`src/rtl/pipeline_ctrl_pkg.sv`:
```
// Shared types for the pipeline sequencer: stage names, event kinds, priority pick.
// Latency: none (types and a pure function only).
// Backpressure: n/a.
package pipeline_ctrl_pkg;

  localparam int PIPE_DEFAULT_STAGES = 5;

  typedef enum logic [2:0] {
    ST_IF  = 3'd0,
    ST_ID  = 3'd1,
    ST_EXE = 3'd2,
    ST_MEM = 3'd3,
    ST_WB  = 3'd4
  } pipe_stage_t;

  // One pipeline event is acted on per cycle.
  typedef enum logic [1:0] {
    EV_NONE   = 2'd0,
    EV_STALL  = 2'd1,
    EV_REDIR  = 2'd2,
    EV_BUBBLE = 2'd3
  } pipe_event_t;

  // Memory wait beats redirect, which beats load-use.
  function automatic pipe_event_t pick_event(input logic stall, input logic redir,
                                             input logic load_use);
    if (stall) return EV_STALL;
    if (redir) return EV_REDIR;
    if (load_use) return EV_BUBBLE;
    return EV_NONE;
  endfunction

endpackage

```
`src/rtl/pipeline_ctrl_sat_counter.sv`:
```
// Saturating event counter with synchronous clear and increment enable.
// Latency: count visible 1 cycle after the increment/clear.
// Backpressure: none; sticks at all-ones until cleared.
module sat_counter #(
  parameter int W = 32
) (
  input  logic         clk,
  input  logic         rst,
  input  logic         clr_i,
  input  logic         inc_i,
  output logic [W-1:0] cnt_o
);

  logic [W-1:0] cnt_q, cnt_d;

  // Clear wins over increment; increment stops at all-ones.
  always_comb begin
    cnt_d = cnt_q;
    if (clr_i) begin
      cnt_d = '0;
    end else if (inc_i && (cnt_q != '1)) begin
      cnt_d = cnt_q + W'(1);
    end
  end

  // Counter register.
  always_ff @(posedge clk or posedge rst) begin
    if (rst) cnt_q <= '0;
    else     cnt_q <= cnt_d;
  end

  assign cnt_o = cnt_q;

endmodule

```
`src/rtl/pipeline_ctrl.sv`:
```
// Pipeline sequencer: per-stage valid bits, stage-register load/flush enables, event counters.
// Latency: enables combinational from inputs (0 cycles); valid bits and counters update next cycle.
// Backpressure: memory wait freezes all stage registers; load-use holds IF/ID and injects an EXE bubble.
module pipeline_ctrl
  import pipeline_ctrl_pkg::*;
#(
  parameter int NUM_STAGES     = PIPE_DEFAULT_STAGES,
  parameter int REDIRECT_STAGE = 3,
  parameter int REG_ADDR_W     = 5,
  parameter int CNT_WIDTH      = 32
) (
  input  logic                  clk,
  input  logic                  reset,
  input  logic                  imem_read,
  input  logic                  imem_resp,
  input  logic                  dmem_req,
  input  logic                  dmem_resp,
  input  logic                  redirect,
  input  logic [REG_ADDR_W-1:0] id_rs1,
  input  logic [REG_ADDR_W-1:0] id_rs2,
  input  logic                  id_uses_rs1,
  input  logic                  id_uses_rs2,
  input  logic [REG_ADDR_W-1:0] exe_rd,
  input  logic                  exe_is_load,
  input  logic                  clr_counters,
  output logic                  pc_load,
  output logic [NUM_STAGES-1:0] stage_load,
  output logic [NUM_STAGES-1:0] stage_flush,
  output logic [NUM_STAGES-1:0] stage_valid,
  output logic [CNT_WIDTH-1:0]  stall_cycles,
  output logic [CNT_WIDTH-1:0]  flush_count,
  output logic [CNT_WIDTH-1:0]  bubble_count
);

  localparam int R   = REDIRECT_STAGE;
  localparam int ID  = int'(ST_ID);
  localparam int EXE = int'(ST_EXE);

  logic [NUM_STAGES-1:0] valid_q, valid_d;
  logic [NUM_STAGES-1:0] load_en, flush_en;
  logic                  mem_stall, redir, load_use;
  pipe_event_t           evt;

  // Raw event detection; invalid stages cannot raise any of these.
  always_comb begin
    mem_stall = (imem_read & ~imem_resp) | (dmem_req & valid_q[R] & ~dmem_resp);
    redir     = redirect & valid_q[R];
    load_use  = valid_q[ID] & valid_q[EXE] & exe_is_load & (exe_rd != '0)
              & ((id_uses_rs1 & (id_rs1 == exe_rd)) | (id_uses_rs2 & (id_rs2 == exe_rd)));
    evt       = pick_event(mem_stall, redir, load_use);
  end

  // Enables and next valid bits for the winning event. IF always holds a
  // fetchable PC once out of reset, so valid[0] is simply forced to 1.
  always_comb begin
    load_en    = '1;
    flush_en   = '0;
    valid_d[0] = 1'b1;
    for (int k = 1; k < NUM_STAGES; k++) valid_d[k] = valid_q[k-1];
    unique case (evt)
      EV_STALL: begin
        load_en                  = '0;
        valid_d[NUM_STAGES-1:1]  = valid_q[NUM_STAGES-1:1];
      end
      EV_REDIR: begin
        // Younger instructions behind the redirect are squashed; the
        // redirecting instruction itself keeps moving toward WB.
        for (int k = 1; k <= R; k++) begin
          flush_en[k] = 1'b1;
          valid_d[k]  = 1'b0;
        end
      end
      EV_BUBBLE: begin
        load_en[0]    = 1'b0;
        load_en[ID]   = 1'b0;
        flush_en[EXE] = 1'b1;
        valid_d[ID]   = valid_q[ID];
        valid_d[EXE]  = 1'b0;
      end
      default: ;
    endcase
  end

  // Per-stage valid bits.
  always_ff @(posedge clk or posedge reset) begin
    if (reset) valid_q <= '0;
    else       valid_q <= valid_d;
  end

  // Enables are forced low while reset is held so stage registers stay put.
  assign stage_load  = load_en & {NUM_STAGES{~reset}};
  assign stage_flush = flush_en & {NUM_STAGES{~reset}};
  assign pc_load     = stage_load[0];
  assign stage_valid = valid_q;

  sat_counter #(.W(CNT_WIDTH)) u_stall_cnt (
    .clk   (clk),
    .rst   (reset),
    .clr_i (clr_counters),
    .inc_i (evt == EV_STALL),
    .cnt_o (stall_cycles)
  );

  sat_counter #(.W(CNT_WIDTH)) u_flush_cnt (
    .clk   (clk),
    .rst   (reset),
    .clr_i (clr_counters),
    .inc_i (evt == EV_REDIR),
    .cnt_o (flush_count)
  );

  sat_counter #(.W(CNT_WIDTH)) u_bubble_cnt (
    .clk   (clk),
    .rst   (reset),
    .clr_i (clr_counters),
    .inc_i (evt == EV_BUBBLE),
    .cnt_o (bubble_count)
  );

endmodule

```
`config.mk`:
```
export PLATFORM = sky130hd
export DESIGN_NAME = pipeline_ctrl
export DESIGN_NICKNAME = d
export VERILOG_FILES = /design/src/rtl/pipeline_ctrl_pkg.sv /design/src/rtl/pipeline_ctrl_sat_counter.sv /design/src/rtl/pipeline_ctrl.sv
export SDC_FILE = /design/constraint.sdc
export NUM_CORES = 1
export LEC_CHECK = 0
export BUFFER_PORTS_ARGS = -buffer_cell sky130_fd_sc_hd__buf_2
export CELL_PAD_IN_SITES_DETAIL_PLACEMENT = 1
export CELL_PAD_IN_SITES_GLOBAL_PLACEMENT = 2
export CORE_MARGIN = 5
export CORE_UTILIZATION = 35
export CTS_CLUSTER_SIZE = 40
export DETAILED_ROUTE_END_ITERATION = 7
export PLACE_DENSITY = 0.95
export SYNTH_ARGS = -nofsm -noshare
export SYNTH_HDL_FRONTEND = slang
export SYNTH_SLANG_ARGS = --single-unit
```
`constraint.sdc`:
```
create_clock -name clk -period 8.57 [get_ports clk]
set_input_delay 2.571 -clock clk [delete_from_list [all_inputs] [get_ports clk]]
set_output_delay 2.571 -clock clk [all_outputs]
set_load 0.01 [all_outputs]
```
Yosys cells after proc, flatten, opt, wreduce, memory -nomap -nowiden
Cells that the tools add are included.
{"block": "word_totals", "output_inout_bits": 112, "register_bits": 101, "elab_cells": 71, "inputBits": 26}
{"block": "op_classes", "bitwise_logic": 19, "mux": 24, "addsub": 3, "n_reduce_logical": 10, "eq_ne": 8}
{"cell": "32-bit two-way mux", "count": 6}
{"cell": "32-bit by 1-bit adder with 32-bit output, second input constant", "count": 3}
{"cell": "32-bit != test, second input constant", "count": 3}
{"cell": "2-bit two-way mux", "count": 7}
{"cell": "1-bit bitwise AND", "count": 10}
{"cell": "5-bit equality test", "count": 2}
{"cell": "1-bit two-way mux", "count": 8}
{"cell": "2-bit case mux with 3 select lines", "count": 1}
{"cell": "2-bit nonzero test", "count": 3}
{"cell": "4-bit by 5-bit bitwise AND with 5-bit output", "count": 1}
{"cell": "5-bit bitwise AND", "count": 1}
{"cell": "1-bit NOT", "count": 5}
{"cell": "5-bit nonzero test", "count": 1}
{"cell": "2-bit equality test, second input constant", "count": 2}
{"cell": "2-bit OR reduction", "count": 2}
{"cell": "1-bit logical AND", "count": 3}
{"cell": "3-bit two-way mux", "count": 1}
{"cell": "2-bit by 1-bit equality test with 1-bit output, second input constant", "count": 1}
{"cell": "1-bit bitwise OR", "count": 2}
{"cell": "1-bit case mux with 2 select lines", "count": 1}
{"cell": "2-bit AND reduction", "count": 1}

Logic depth before layout (Yosys ltp)
Gate-level depths: netlist of the first run.
{"block": "depth", "depth_word": 14, "mapped_depth": 9, "ltp_nobuf": 7}

Cells and area by module
From an unflattened synthesis of the first run, not the netlist that was laid out.
{"block": "unflattened", "cells_unflattened": 618, "area_unflattened_um2": 5688.0}
{"mod": "sat_counter", "area_each_um2": 1740.4, "cells_each": 186, "seq_area_each_um2": 800.8, "instances": 3}
{"mod": "pipeline_ctrl", "area_each_um2": 466.7, "cells_each": 60, "seq_area_each_um2": 125.1, "instances": 1}

Least setup slack after synthesis of the first run
OpenSTA, ideal clock, no wires.
{"block": "synth_timing", "path_kind": "input to output", "start": "input exe_rd[1]", "end": "output stage_load[0]", "required_time_ns": 5.999, "arrival_time_ns": 3.787, "slack_ns": 2.212, "cell_stages": 6, "path_buffers": 1, "path_cell_list": "or4_1 > o2111ai_1 > nor2b_1 > nand2_1 > and2_1 > buf_4"}
{"block": "synth_via", "elab_chain_len": 14, "elab_cells_between_ends": 20, "cone_classes": "eq/ne: 4; mux: 8; bitwise: 6; reduce/logical: 2"}
{"item": "from (decl)", "line_no": "pipeline_ctrl.sv:23", "rtl": "input logic [REG_ADDR_W-1:0] exe_rd,"}
{"item": "5-bit equality test", "line_no": "pipeline_ctrl.sv:49", "rtl": "& ((id_uses_rs1 & (id_rs1 == exe_rd)) | (id_uses_rs2 & (id_rs2 == exe_rd)));"}
{"item": "1-bit bitwise AND", "line_no": "pipeline_ctrl.sv:49"}
{"item": "1-bit bitwise OR", "line_no": "pipeline_ctrl.sv:49"}
{"item": "1-bit bitwise AND (*)", "line_no": "pipeline_ctrl.sv:49"}
{"item": "1-bit two-way mux (2 in series)", "line_no": "pipeline_ctrl_pkg.sv:29", "rtl": "if (load_use) return EV_BUBBLE;"}
{"item": "1-bit two-way mux", "line_no": "pipeline_ctrl_pkg.sv:28", "rtl": "if (redir) return EV_REDIR;"}
{"item": "2-bit two-way mux (*)", "line_no": "pipeline_ctrl_pkg.sv:30", "rtl": "return EV_NONE;"}
{"item": "2-bit two-way mux (*)", "line_no": "pipeline_ctrl_pkg.sv:29"}
{"item": "2-bit two-way mux (*)", "line_no": "pipeline_ctrl_pkg.sv:28"}
{"item": "2-bit by 1-bit equality test with 1-bit output / 2-bit equality test (equally long branches)", "line_no": "pipeline_ctrl.sv:60", "rtl": "unique case (evt)"}
{"item": "2-bit OR reduction (no source line) (*)"}
{"item": "2-bit two-way mux (*)", "line_no": "pipeline_ctrl.sv:60"}
{"item": "5-bit bitwise AND (*)", "line_no": "pipeline_ctrl.sv:91", "rtl": "assign stage_load = load_en & {NUM_STAGES{~reset}};"}
{"item": "to (decl)", "line_no": "pipeline_ctrl.sv:27", "rtl": "output logic [NUM_STAGES-1:0] stage_load,"}
Every way passes the cells marked *; elsewhere a longest branch is shown, timed or not. The select of a mux whose other input is x is not followed.

Final worst setup path of the first run
{"block": "layout_timing", "start": "input exe_rd[1]", "end": "output pc_load"}
{"block": "layout_via", "elab_chain_len": 14, "elab_cells_between_ends": 20, "cone_classes": "eq/ne: 4; mux: 8; bitwise: 6; reduce/logical: 2"}
{"item": "5-bit equality test", "line_no": "pipeline_ctrl.sv:49"}
{"item": "1-bit bitwise AND", "line_no": "pipeline_ctrl.sv:49"}
{"item": "1-bit bitwise OR", "line_no": "pipeline_ctrl.sv:49"}
{"item": "1-bit bitwise AND (*)", "line_no": "pipeline_ctrl.sv:49"}
{"item": "1-bit two-way mux (2 in series)", "line_no": "pipeline_ctrl_pkg.sv:29"}
{"item": "1-bit two-way mux", "line_no": "pipeline_ctrl_pkg.sv:28"}
{"item": "2-bit two-way mux (*)", "line_no": "pipeline_ctrl_pkg.sv:30"}
{"item": "2-bit two-way mux (*)", "line_no": "pipeline_ctrl_pkg.sv:29"}
{"item": "2-bit two-way mux (*)", "line_no": "pipeline_ctrl_pkg.sv:28"}
{"item": "2-bit by 1-bit equality test with 1-bit output / 2-bit equality test (equally long branches)", "line_no": "pipeline_ctrl.sv:60"}
{"item": "2-bit OR reduction (no source line) (*)"}
{"item": "2-bit two-way mux (*)", "line_no": "pipeline_ctrl.sv:60"}
{"item": "5-bit bitwise AND (*)", "line_no": "pipeline_ctrl.sv:91"}
{"item": "to (decl)", "line_no": "pipeline_ctrl.sv:26", "rtl": "output logic pc_load,"}
Marked as above.

==> flow_summary.yaml, run 1 <==
sta:
  setup_ws_ps: 1820
  timing.final.max_slew_violations: 0
  finalSetupViolations: 0
  timing_hold_violations_final: 0
  timing.final.crit_share: 0.788
  finalCriticalPeriod_ps: 6750
  timing.max_slew.rel_slack: 0.179
  finClkSkew_ps: 8.48
  timing_worst_slew_pin_value_ps: 1230
  setup-tns-final_ps: 0
  max_clock_freq_ghz: 0.148
  grt_setup_unrepaired: "no"
floorplan:
  die-area_sq_mm: 0.0191
  floorplan.initialDensity: 0.360
  row_count: 46
  core-area_sq_mm: 0.0160
  io_pins: 138
  die_w_microns: 138
  dieHeight_microns: 138
yosys:
  mappedNetlistArea_sq_mm: 0.00575
  synth_largest_area_cell: "dfrtp_1"
  ys.flop_type: "dfrtp_1"
  synth-edff-count: 0
  ys_async_sr_fraction: 1.00
  synth.top_cells.by_area: "dfrtp_1 (44%), xor2_1 (6.2%), nor2_1 (5.5%)"
  ys_seq_area_frac: 0.439
  number_of_storage_elements_in_the_synthesis_netlist: 101
  synth.yosys.warnings: 0
  synth_cells: 629
  synth_top_cell_area_share: 0.439
  synth_area_per_cell_sq_um: 9.15
  yosys-top-cells-count: "dfrtp_1 (101), nor2_1 (85), nand3_1 (48)"
  yosys.cell_count.top_type: "dfrtp_1"
  ys_types: 53
status:
  status: "complete, no violations"
clocking:
  hold_buffers: 0
  clkSlewWorstSetupHoldPaths_ps: 70
  worst_skew_pair.late_latency_ps: 350
  cts.repair_timing.setup_buffer_count: 0
  ctsLongestPathBuffers: 2
  cts_max_level: 3
  numCtsBuffers: 9
  cts_sinks: 101
  tritoncts_clock_tree: "built"
  clockRootBuffer: "clkbuf_16"
  post_cts_resized: 0
power_and_ir_drop:
  vdd_drop_max_mv: 0.0854
  totalPowerFinal_mw: 0.988
  static-leakage-power_nw: 3.16
  power.density_cell_area_mw_per_mm2: 145
placement:
  gp_routability_congestion: 0.905
  port_buffer_count: 135
  dpl_worst_slack_ps: 1800
  place.detailed.hpwl_mm: 12.5
critical_path:
  critical_path_cell_count: 8
  critical_path.reg2reg.endpoint: "u_bubble_cnt.cnt_o[19]"
  critPathMaxStageDelay_ps: 380
  timing.critical_path.required_ps: 6000
  r2r_slack_ps: 5670
  critical_path.slowest_cell: "nor2b_1"
  worst-path-max-fanout: 3
  worstPathBufferInverterCount: 2
  worstSetupStartpointType: "input port"
  cpMostUsedCell: "buf_2"
  critPathArrivalTime_ps: 4180
  reg2regPathDepth: 6
  crit_type: "in -> out"
  critical_path.reg2reg.startpoint: "stage_valid[3]"
  timing.critical_path.cells: "buf_2, xnor2_1, nand4_1, o22ai_1, nor2b_1, nand2_1, and2_1, buf_2"
  kind_of_capture_point_of_the_worst_setup_path: "primary output"
  critical-path-top-delay-family: "simple AND/OR/NAND/NOR gates"
final_layout:
  areaGrowthSynthToFinish_pct: 18.7
  post-route-util: 0.427
  fillCellCount: 1980
  layout-drive-gt1-share: 0.218
  final_net_count: 768
global_route:
  grtUsageMet2: 0.313
  number_of_global_route_vias_before_repair: 5582
  grt_pass1_wl_mm: 28.9
  antenna_found_initial: 1
  global_route.overflow_total: 0
  grt_use_met3: 0.0321
  grt_util_all_layers: 0.179
  grt_start_max_net_pins: 111
  top_usage_layer: "met2"
  use_met1: 0.222
drt:
  remaining_drc_errors: 0
  routedWlPerCell_microns: 18.1
  drt_pre_antenna_iters: 4
  detail_route.vias_per_cell: 5.54
  detailedRoute.firstIterationViolations: 269
  vias: 5321
  antenna_violating_nets_post_route: 0
  routed_wl_mm: 17.4
flow_run:
  cap_violations: 0
hold_path:
  min_from: "stage_valid[4]"
  holdCritPathClass: "reg -> reg"
  min_delay_path_depth: 1
  worst_hold_path.endpoint: "stage_valid[4]"
power breakdown:
group          total, mW  internal (mW)  switching [mW]
clock              0.416          0.226           0.189
sequential         0.496          0.483          0.0122
combinational     0.0762         0.0253          0.0509
metal layers:
layer | vias up | part of all wire
met5 | - | 0
met2 | 127 | 0.51
met4 | 0 | 0.016
li1 | 2465 | -
met3 | 21 | 0.039
met1 | 2708 | 0.44
state kept, by name, summed over array words and instances, names as in the netlist:
signal	flops
u_bubble_cnt.cnt_o	32
u_flush_cnt.cnt_o	32
u_stall_cnt.cnt_o	32
stage_valid	5
worst register-to-register path: stages (launching register included):
cell	delay (ps)
dfrtp_1	480
nand2_1	240
nand3_1	210
nor2_1	180
nand2_1	720
nor4_1	590
mux2_1	360
worst max path at each step:
stage	slack, ps	end	startpoint
detailed placement	1800	pc_load	exe_rd[1]
floorplan	2210	stage_load[0]	exe_rd[1]
global route	1640	stage_load[0]	exe_rd[1]
finish	1820	pc_load	exe_rd[1]
CTS	1780	pc_load	exe_rd[1]
global placement	1920	stage_flush[2]	exe_rd[1]
area by class of cell:
cell class	count	area [sq um]	area share
multi-input cells	487	3030	0.443
flip-flops and latches	101	2530	0.370
repair buffers	137	693	0.102
well taps	216	270	0.0396
clock buffers	10	229	0.0335
clock inverters	6	63.8	0.00935
inverters	3	13.8	0.00202
diodes	1	2.50	0.000367
cell families (layout without fill, tap and decap cells):
group | after synthesis | after routing | share of synthesized area
mux | 15 | 15 | 0.0291
buf+inv | 42 | 156 | 0.0350
fa+ha+maj | 3 | 3 | 0.00653
other cells | 2 | 4 | 0.00131
xor+xnor | 66 | 66 | 0.100
compound gates | 58 | 58 | 0.0655
simple gates | 342 | 342 | 0.323
flops | 101 | 101 | 0.439
layout by cell type, fill, tap and decap left out, drive strengths merged, types with 8 or more instances in the layout:
master  Yosys  layout
nor2       85      85
and2        8       8
nand3      48      48
xnor2      25      25
o31ai      15      15
nor2b      17      17
mux2       14      14
and4       19      19
and3       25      25
nand2      41      41
nor4        9       9
nor3       20      20
nand4      33      33
xor2       41      41
a21oi      23      23
clkbuf     21      10
or4        18      18
dfrtp     101     101
buf        18     137
per-stage QoR:
step                area (sq um)  instances  hold slack [ps]
floorplan                   5760        630              529
finish                      6830        961              540
global placement            6530        944              504
detailed placement          6530        944              513
CTS                         6830        960              536
global route                6830        961              562
Power figures use the tool's default switching activity.
==> inputs of run 2 (changes only) <==
Settings changed: CORE_UTILIZATION 35 to 29, PLACE_DENSITY 0.95 to 0.88.
Clock period 8.57 ns to 5.8 ns, I/O delays scaled along.
==> run 2 against run 1 <==
  * Worst setup slack got worse by 970 ps
  * Register-to-register slack worse by 2600 ps
  * Combinational power up 54%
  * Utilization down 7.5 points
  * Critical endpoint is now stage_flush[2]
  * Largest cell class unchanged
  * Largest power group unchanged
  * Highest routed layer unchanged
==> flow_summary.yaml, run 2 (synthesized netlist as in run 1, its figures left out) <==
status:
  status: "complete, no violations"
floorplan:
  dieHeight_microns: 151
  row_count: 51
  die-area_sq_mm: 0.0228
  die_w_microns: 151
  core-area_sq_mm: 0.0195
  io_pins: 138
  floorplan.initialDensity: 0.295
critical_path:
  timing.critical_path.required_ps: 4060
  critPathArrivalTime_ps: 3210
  critPathMaxStageDelay_ps: 530
  kind_of_capture_point_of_the_worst_setup_path: "primary output"
  worstPathBufferInverterCount: 2
  timing.critical_path.cells: "buf_2, or4_1, o2111ai_1, nor2b_1, a21o_1, and2_1, buf_2"
  worst-path-max-fanout: 3
  reg2regPathDepth: 6
  critical_path.slowest_cell: "or4_1"
  critical_path_cell_count: 7
  r2r_slack_ps: 3030
  critical-path-top-delay-family: "simple AND/OR/NAND/NOR gates"
  cpMostUsedCell: "buf_2"
  worstSetupStartpointType: "input port"
  crit_type: "in -> out"
final_layout:
  insertedDiodeCount: 0
  final_net_count: 770
  instances_no_fill: 1009
  multiInputGateArea_sq_mm: 0.00303
  sequential_cell_area_sq_mm: 0.00253
  layout.cells.most_common: "buf_2"
  fillCellCount: 2362
  areaGrowthSynthToFinish_pct: 19.5
  layout-drive-gt1-share: 0.216
  most-common-layout-cells: "buf_2 (134), dfrtp_1 (101), nor2_1 (85)"
  final_area_sq_mm: 0.00688
  post-route-util: 0.352
sta:
  fin_worst_hold_slack_ps: 504
  timing_worst_slew_pin_value_ps: 1020
  max_clock_freq_ghz: 0.202
  finalSetupViolations: 0
  timing.final.crit_share: 0.853
  finalCriticalPeriod_ps: 4950
  timing_hold_violations_final: 0
  timing.final.max_slew_violations: 0
  timing.max_slew.rel_slack: 0.320
  setup-tns-final_ps: 0
  finClkSkew_ps: 11.6
  grt_setup_unrepaired: "no"
drt:
  detailedRoute.firstIterationViolations: 214
  routedWlPerCell_microns: 17.5
  remaining_drc_errors: 0
  antenna_violating_nets_post_route: 0
  drt_pre_antenna_iters: 4
  routed_wl_mm: 17.6
  vias: 5210
  detail_route.vias_per_cell: 5.16
placement:
  dp_cells: 995
  place.detailed.hpwl_mm: 12.5
  port_buffer_count: 135
  dpl-instance-area_sq_mm: 0.00661
  gp_routability_congestion: 0.757
clocking:
  post_cts_resized: 0
  ctsLongestPathBuffers: 2
  cts_sinks: 101
  cts_max_level: 3
  cts.repair_timing.setup_buffer_count: 0
  clkSlewWorstSetupHoldPaths_ps: 70
  clockRootBuffer: "clkbuf_16"
  tritoncts_clock_tree: "built"
  numCtsBuffers: 9
  hold_buffers: 0
  worst_skew_pair.late_latency_ps: 350
hold_path:
  holdCritPathClass: "reg -> reg"
  min_delay_path_depth: 1
global_route:
  global_route.overflow_total: 0
  grt_pass1_wl_mm: 28.0
  number_of_global_route_vias_before_repair: 5298
  grt_start_max_net_pins: 80
  antenna_found_initial: 0
  grt_util_all_layers: 0.153
power_and_ir_drop:
  power.density_cell_area_mw_per_mm2: 208
  static-leakage-power_nw: 3.16
  vdd_drop_max_mv: 0.122
flow_run:
  cap_violations: 0
run 2: metal layers:
metal  GRT usage  share of wire
met1       0.215           0.49
met2       0.247           0.47
met3      0.0260          0.039
met4      0.0376         0.0073
met5           0              0
run 2: report_power, final:
group	switching [mW]	total, mW	leakage (nW)	internal [mW]
Sequential	0.0174	0.732	1.40	0.714
Combinational	0.0787	0.117	1.62	0.0379
Clock	0.268	0.579	0.128	0.311
run 2: path summary, 6_finish.rpt:
path                                startpoint                      to
worst max-delay path                 exe_rd[1]          stage_flush[2]
worst min-delay path            stage_valid[4]          stage_valid[4]
worst max register to register  stage_valid[3]   u_flush_cnt.cnt_o[13]
worst min register to register  stage_valid[4]          stage_valid[4]
max in group asynchronous                reset          stage_valid[1]
min in group asynchronous                reset  u_bubble_cnt.cnt_o[21]
run 2: stage by stage:
| stage | setup WS [ps] | power, mW |
|---|---|---|
| 2_1_floorplan | 1100 | 0.809 |
| 5_1_grt | 749 | 1.49 |
| 3_3_place_gp | 909 | 0.862 |
| 3_5_place_dp | 829 | 0.865 |
| 4_1_cts | 827 | 1.45 |
| 6_report | 852 | 1.43 |
run 2: layout make-up:
type                    count  area share
flip-flops and latches    101       0.368
inverters                   3     0.00200
multi-input cells         487       0.440
repair buffers            139       0.103
clock buffers              13      0.0378
clock inverters             1     0.00109
well taps                 265      0.0482
